### src/rtl/alu_ctrl.sv
// alu_ctrl: two-requester arbiter and sequencer for the shared ALU units.
// One operation is in flight at a time: accept -> issue (one-cycle unit
// enable) -> wait (capture unit_out / unit_flag) -> respond.
// Optional build macro: ALU_CTRL_FIXED_PRIO_EN. When defined, requester 0
// wins every tie and no round-robin pointer exists. Default is round-robin.
// Handshake rule for req0/req1 and rsp: a transfer happens in a cycle where
// valid and ready are both high; the source holds valid and payload stable
// until that cycle.
module alu_ctrl #(
  parameter int WIDTH = 16
) (
  input  logic             clk,
  input  logic             rst_n,
  input  logic             req0_valid,
  output logic             req0_ready,
  input  logic [3:0]       req0_fun,
  input  logic [WIDTH-1:0] req0_a,
  input  logic [WIDTH-1:0] req0_b,
  input  logic             req1_valid,
  output logic             req1_ready,
  input  logic [3:0]       req1_fun,
  input  logic [WIDTH-1:0] req1_a,
  input  logic [WIDTH-1:0] req1_b,
  output logic [3:0]       alu_fun,
  output logic [WIDTH-1:0] alu_a,
  output logic [WIDTH-1:0] alu_b,
  output logic             Arith_EN,
  output logic             Logic_EN,
  output logic             CMP_EN,
  output logic             Shift_EN,
  input  logic [WIDTH-1:0] unit_out,
  input  logic [3:0]       unit_flag,
  output logic             rsp_valid,
  input  logic             rsp_ready,
  output logic             rsp_id,
  output logic [WIDTH-1:0] rsp_data,
  output logic             rsp_err,
  output logic             busy
);

  typedef enum logic [1:0] {
    ST_IDLE  = 2'd0,
    ST_ISSUE = 2'd1,
    ST_WAIT  = 2'd2,
    ST_RESP  = 2'd3
  } state_t;

  state_t           state_q, state_d;
  logic [3:0]       fun_q, fun_d;
  logic [WIDTH-1:0] a_q, a_d;
  logic [WIDTH-1:0] b_q, b_d;
  logic             id_q, id_d;
  // Unit enables, bit order {Shift, CMP, Logic, Arith} to match unit_flag.
  logic [3:0]       en_q, en_d;
  logic             rsp_valid_q, rsp_valid_d;
  logic             rsp_id_q, rsp_id_d;
  logic [WIDTH-1:0] rsp_data_q, rsp_data_d;
  logic             rsp_err_q, rsp_err_d;
  logic             busy_q, busy_d;

`ifndef ALU_CTRL_FIXED_PRIO_EN
  // Requester that wins the next tie; 0 out of reset.
  logic             rr_q, rr_d;
`endif

  logic             any_valid;
  logic             win1;
  logic             accept;
  logic [3:0]       sel_fun;
  logic [3:0]       unit_oh;

  // Arbitration: choose the winner and decode the unit of the op in flight.
  always_comb begin
    any_valid = req0_valid | req1_valid;
`ifdef ALU_CTRL_FIXED_PRIO_EN
    win1      = ~req0_valid & req1_valid;
`else
    win1      = (req0_valid & req1_valid) ? rr_q : req1_valid;
`endif
    accept    = (state_q == ST_IDLE) & any_valid;
    sel_fun   = win1 ? req1_fun : req0_fun;
    unit_oh   = 4'b0001 << fun_q[3:2];
  end

  // Ready is gated by rst_n so every output reads 0 while reset is held.
  assign req0_ready = rst_n & accept & ~win1;
  assign req1_ready = rst_n & accept & win1;

  // Next-state and next-output computation for the sequencer.
  always_comb begin
    state_d     = state_q;
    fun_d       = fun_q;
    a_d         = a_q;
    b_d         = b_q;
    id_d        = id_q;
    en_d        = 4'b0000;
    rsp_valid_d = rsp_valid_q;
    rsp_id_d    = rsp_id_q;
    rsp_data_d  = rsp_data_q;
    rsp_err_d   = rsp_err_q;
`ifndef ALU_CTRL_FIXED_PRIO_EN
    rr_d        = rr_q;
`endif
    case (state_q)
      ST_IDLE: begin
        if (accept) begin
          state_d = ST_ISSUE;
          fun_d   = sel_fun;
          a_d     = win1 ? req1_a : req0_a;
          b_d     = win1 ? req1_b : req0_b;
          id_d    = win1;
          // Enable is registered so it is high exactly during ISSUE.
          en_d    = 4'b0001 << sel_fun[3:2];
`ifndef ALU_CTRL_FIXED_PRIO_EN
          rr_d    = ~win1;
`endif
        end
      end
      ST_ISSUE: begin
        state_d = ST_WAIT;
      end
      ST_WAIT: begin
        // Unit result register is valid in this cycle.
        rsp_data_d  = unit_out;
        rsp_err_d   = (unit_flag != unit_oh);
        rsp_id_d    = id_q;
        rsp_valid_d = 1'b1;
        state_d     = ST_RESP;
      end
      ST_RESP: begin
        if (rsp_ready) begin
          rsp_valid_d = 1'b0;
          state_d     = ST_IDLE;
        end
      end
      default: begin
        state_d = ST_IDLE;
      end
    endcase
    busy_d = (state_d != ST_IDLE);
  end

  // State and registered outputs; reset clears everything asynchronously.
  always_ff @(posedge clk or negedge rst_n) begin
    if (!rst_n) begin
      state_q     <= ST_IDLE;
      fun_q       <= 4'b0000;
      a_q         <= '0;
      b_q         <= '0;
      id_q        <= 1'b0;
      en_q        <= 4'b0000;
      rsp_valid_q <= 1'b0;
      rsp_id_q    <= 1'b0;
      rsp_data_q  <= '0;
      rsp_err_q   <= 1'b0;
      busy_q      <= 1'b0;
`ifndef ALU_CTRL_FIXED_PRIO_EN
      rr_q        <= 1'b0;
`endif
    end else begin
      state_q     <= state_d;
      fun_q       <= fun_d;
      a_q         <= a_d;
      b_q         <= b_d;
      id_q        <= id_d;
      en_q        <= en_d;
      rsp_valid_q <= rsp_valid_d;
      rsp_id_q    <= rsp_id_d;
      rsp_data_q  <= rsp_data_d;
      rsp_err_q   <= rsp_err_d;
      busy_q      <= busy_d;
`ifndef ALU_CTRL_FIXED_PRIO_EN
      rr_q        <= rr_d;
`endif
    end
  end

  assign alu_fun   = fun_q;
  assign alu_a     = a_q;
  assign alu_b     = b_q;
  assign Arith_EN  = en_q[0];
  assign Logic_EN  = en_q[1];
  assign CMP_EN    = en_q[2];
  assign Shift_EN  = en_q[3];
  assign rsp_valid = rsp_valid_q;
  assign rsp_id    = rsp_id_q;
  assign rsp_data  = rsp_data_q;
  assign rsp_err   = rsp_err_q;
  assign busy      = busy_q;

endmodule

### config.mk
export PLATFORM = sky130hd
export DESIGN_NAME = alu_ctrl
export DESIGN_NICKNAME = d
export VERILOG_FILES = /design/src/rtl/alu_ctrl.sv
export SDC_FILE = /design/constraint.sdc
export NUM_CORES = 1
export LEC_CHECK = 0
export ABC_AREA = 1
export CORE_MARGIN = 4
export CORE_UTILIZATION = 41
export CTS_CLUSTER_SIZE = 12
export DETAILED_ROUTE_END_ITERATION = 6
export HOLD_SLACK_MARGIN = 0.15
export PLACE_DENSITY_LB_ADDON = 0.3
export REMOVE_ABC_BUFFERS = 1
export SYNTH_ARGS = -nofsm -noshare
export SYNTH_HDL_FRONTEND = slang
export SYNTH_SLANG_ARGS = --single-unit
export TNS_END_PERCENT = 30
### constraint.sdc
create_clock -name clk -period 2.3 [get_ports clk]
set_input_delay 0.345 -clock clk [delete_from_list [all_inputs] [get_ports clk]]
set_output_delay 0.345 -clock clk [all_outputs]
set_load 0.1 [all_outputs]
==> reports/qor.csv <==
metric,value,unit
status,finished clean,
initial antenna violation count,0,
num rows,29,
max-cap violations,0,
clock-pin slew on the worst setup and hold paths,0.06,ns
CP arrival,1.67,ns
synthesized area,2804,um^2
total grt overflow,0,
type of the worst min-delay path,input pin to asynchronous set/reset pin,
CP Class,input pin to output pin,
cell area after layout,4487,um^2
clock root cell,clkbuf_8,
DP HPWL,5934,um
gp weighted congestion,0.7458,
RSZ-0062 raised after global routing,no,
first-pass detailed-route iteration total,5,
number of distinct library cells after synthesis,16,
CP Max Fanout,3,
met2 wire len,3700,um
DP Area,4267,um^2
# IOs,159,
CP max stage cell,clkdlybuf4s50_1,
Diodes inserted,0,
synthesis-stage register bit count,64,
Worst setup SP type,input pin,
actual slew at the worst max-slew pin,0.7834,ns
uppermost layer routed,met4,
Total GRT Usage,19.62,%
Die Area,8226,um^2
Final Hold Vio Count,0,
DR WL met3,869,um
via/cell ratio,4.712,
WP data required,1.96,ns
Initial Utilization,43.17,%
wire per inst,13.62,um
most used cell along the critical path,nand2_1,
Max H-tree Level,3,
CTS Sinks,64,
Final ANT Viol Nets,0,
TritonCTS buffer count,9,
DIE HEIGHT,90.70,um
R2R Setup Slk,0.82,ns
layout cells sized above 1,18.64,%
slew margin rel.,47.78,%
"Period Utilization, post-route",87.47,%
"Seq/Total Area, Yosys",57.12,%
1st-iter DRT viols,115,
width of the die,90.70,um
Critical Path End Type,output pin,
final setup violation count,0,
largest net degree at the start of global routing,65,
final net count,591,
IO buf count,158,
Syn Area/Cell,8.420,um^2
warnings from Yosys,0,
hold buffers post-CTS,0,
wire length on met1,3213,um
cells after synthesis,333,
Clock Path Buffers,2,
# DRC,0,
first-pass GRT wire length,13000,um
final setup skew,0.009445,ns
clk_lat worst skew,0.33,ns
area growth from synthesis to layout,60.02,%
Max Slew Vio Count,0,
slowest cell delay on critical path,0.52,ns
vias in the first global route,2692,
core region area,6495,um^2
crit-path cells,"clkdlybuf4s50_1, nand2_1, nand2_1, nor2_4, inv_1, nor2_1, buf_12",
vias post-DR,2714,
minimum clock period,2.012,ns
Fmax,497.0,MHz
total wire length,7847,um
total setup buffers inserted after CTS,0,
# resized after CTS,0,
CTS tree,yes,
-- worst paths after layout --
| check | start | to | cells after the start |
|---|---|---|---|
| worst max-delay path | req0_valid | req1_ready | 7 |
| worst min-delay path | rst_n | en_q[3]$_DFF_PN0_ | 2 |
| worst max register to register | state_q[0]$_DFF_PN0_ | alu_fun[3]$_DFFE_PN0P_ | 6 |
| worst min register to register | rsp_data[8]$_DFFE_PN0P_ | rsp_data[8]$_DFFE_PN0P_ | 2 |
| max in group asynchronous | rst_n | alu_b[1]$_DFFE_PN0P_ | 2 |
| min in group clk | rsp_data[8]$_DFFE_PN0P_ | rsp_data[8]$_DFFE_PN0P_ | 2 |
-- per-stage QoR --
step           setup TNS (ns)  hold WS [ns]  instances  setup slack, ns  util, %
2_1_floorplan          -1.070       0.04941        321          -0.5766        -
3_3_place_gp                0        0.4564        560           0.3452    65.69
3_5_place_dp                0        0.4596        560           0.2784    65.69
4_1_cts                     0        0.2305        576           0.2764    69.08
5_1_grt                     0        0.2781        576           0.1749    69.08
6_report                    0        0.2140        576           0.2881    69.08
-- synthesized netlist by cell type --
cell type    n  area [um^2]
buf_6        8        90.09
o21ai_4      1        16.27
nor2_4       3        33.78
nor2_1       7        26.28
a21boi_4     1        18.77
nand2_1    181        679.4
nor2_8       1        20.02
dfrtp_1     64         1602
inv_2        4        15.01
buf_2        4        20.02
inv_1       12        45.04
o21ai_1      1        5.000
nand3_1     38        190.2
o21ai_0      6        30.03
nor3_1       1        5.000
nand3b_1     1        7.510
-- critical path: cells and delay by family --
family	cells	cell delay [ns]
buffers and inverters	3	0.78
AND/OR/NAND/NOR	4	0.53
-- flip-flops by register name, indices dropped and copies added (netlist names) --
signal	count
en_q	4
busy	1
rsp_data	16
id_q	1
rsp_id	1
rr_q	1
alu_b	16
alu_fun	4
rsp_err	1
alu_a	16
rsp_valid	1
state_q	2
-- routing by layer --
layer	track usage (%)	vias to the layer above
met5	0	-
met4	6.122	0
met3	8.167	7
met2	30.64	117
met1	24.75	1238
li1	-	1352
-- placed cells by master (no fill, tap or decap) --
master / Yosys / layout
nor2_4: 3 / 3
nand2_1: 181 / 181
nor3_1: 1 / 1
clkdlybuf4s50_1: 0 / 95
o21ai_0: 6 / 6
buf_2: 4 / 1
dfrtp_1: 64 / 64
nand3_1: 38 / 38
clkinv_2: 0 / 3
inv_1: 12 / 12
buf_12: 0 / 2
buf_4: 0 / 64
clkinvlp_4: 0 / 1
clkbuf_8: 0 / 10
nand3b_1: 1 / 1
inv_2: 4 / 4
bufinv_16: 0 / 2
o21ai_1: 1 / 1
nor2_8: 1 / 1
o21ai_4: 1 / 1
nor2_1: 7 / 7
a21boi_4: 1 / 1
-- layout make-up --
type                            instances  area (um^2)
Multi-Input combinational cell        241         1032
Clock inverter                          6        82.58
Fill cell                             519         2008
Tap cell                               77        96.34
Inverter                               16        60.06
Sequential cell                        64         1602
Clock buffer                           10        137.6
Timing Repair Buffer                  162         1476
-- cell families (layout without fill, tap and decap cells) --
group | after synthesis | count (layout) | share of synthesized area [%]
buf+inv | 28 | 194 | 6.069
flops | 64 | 64 | 57.12
simple gates | 232 | 232 | 34.31
compound gates | 9 | 9 | 2.499
Power is not shown: default switching activity piles up to over one toggle a cycle in this logic, so the estimate is an artifact.
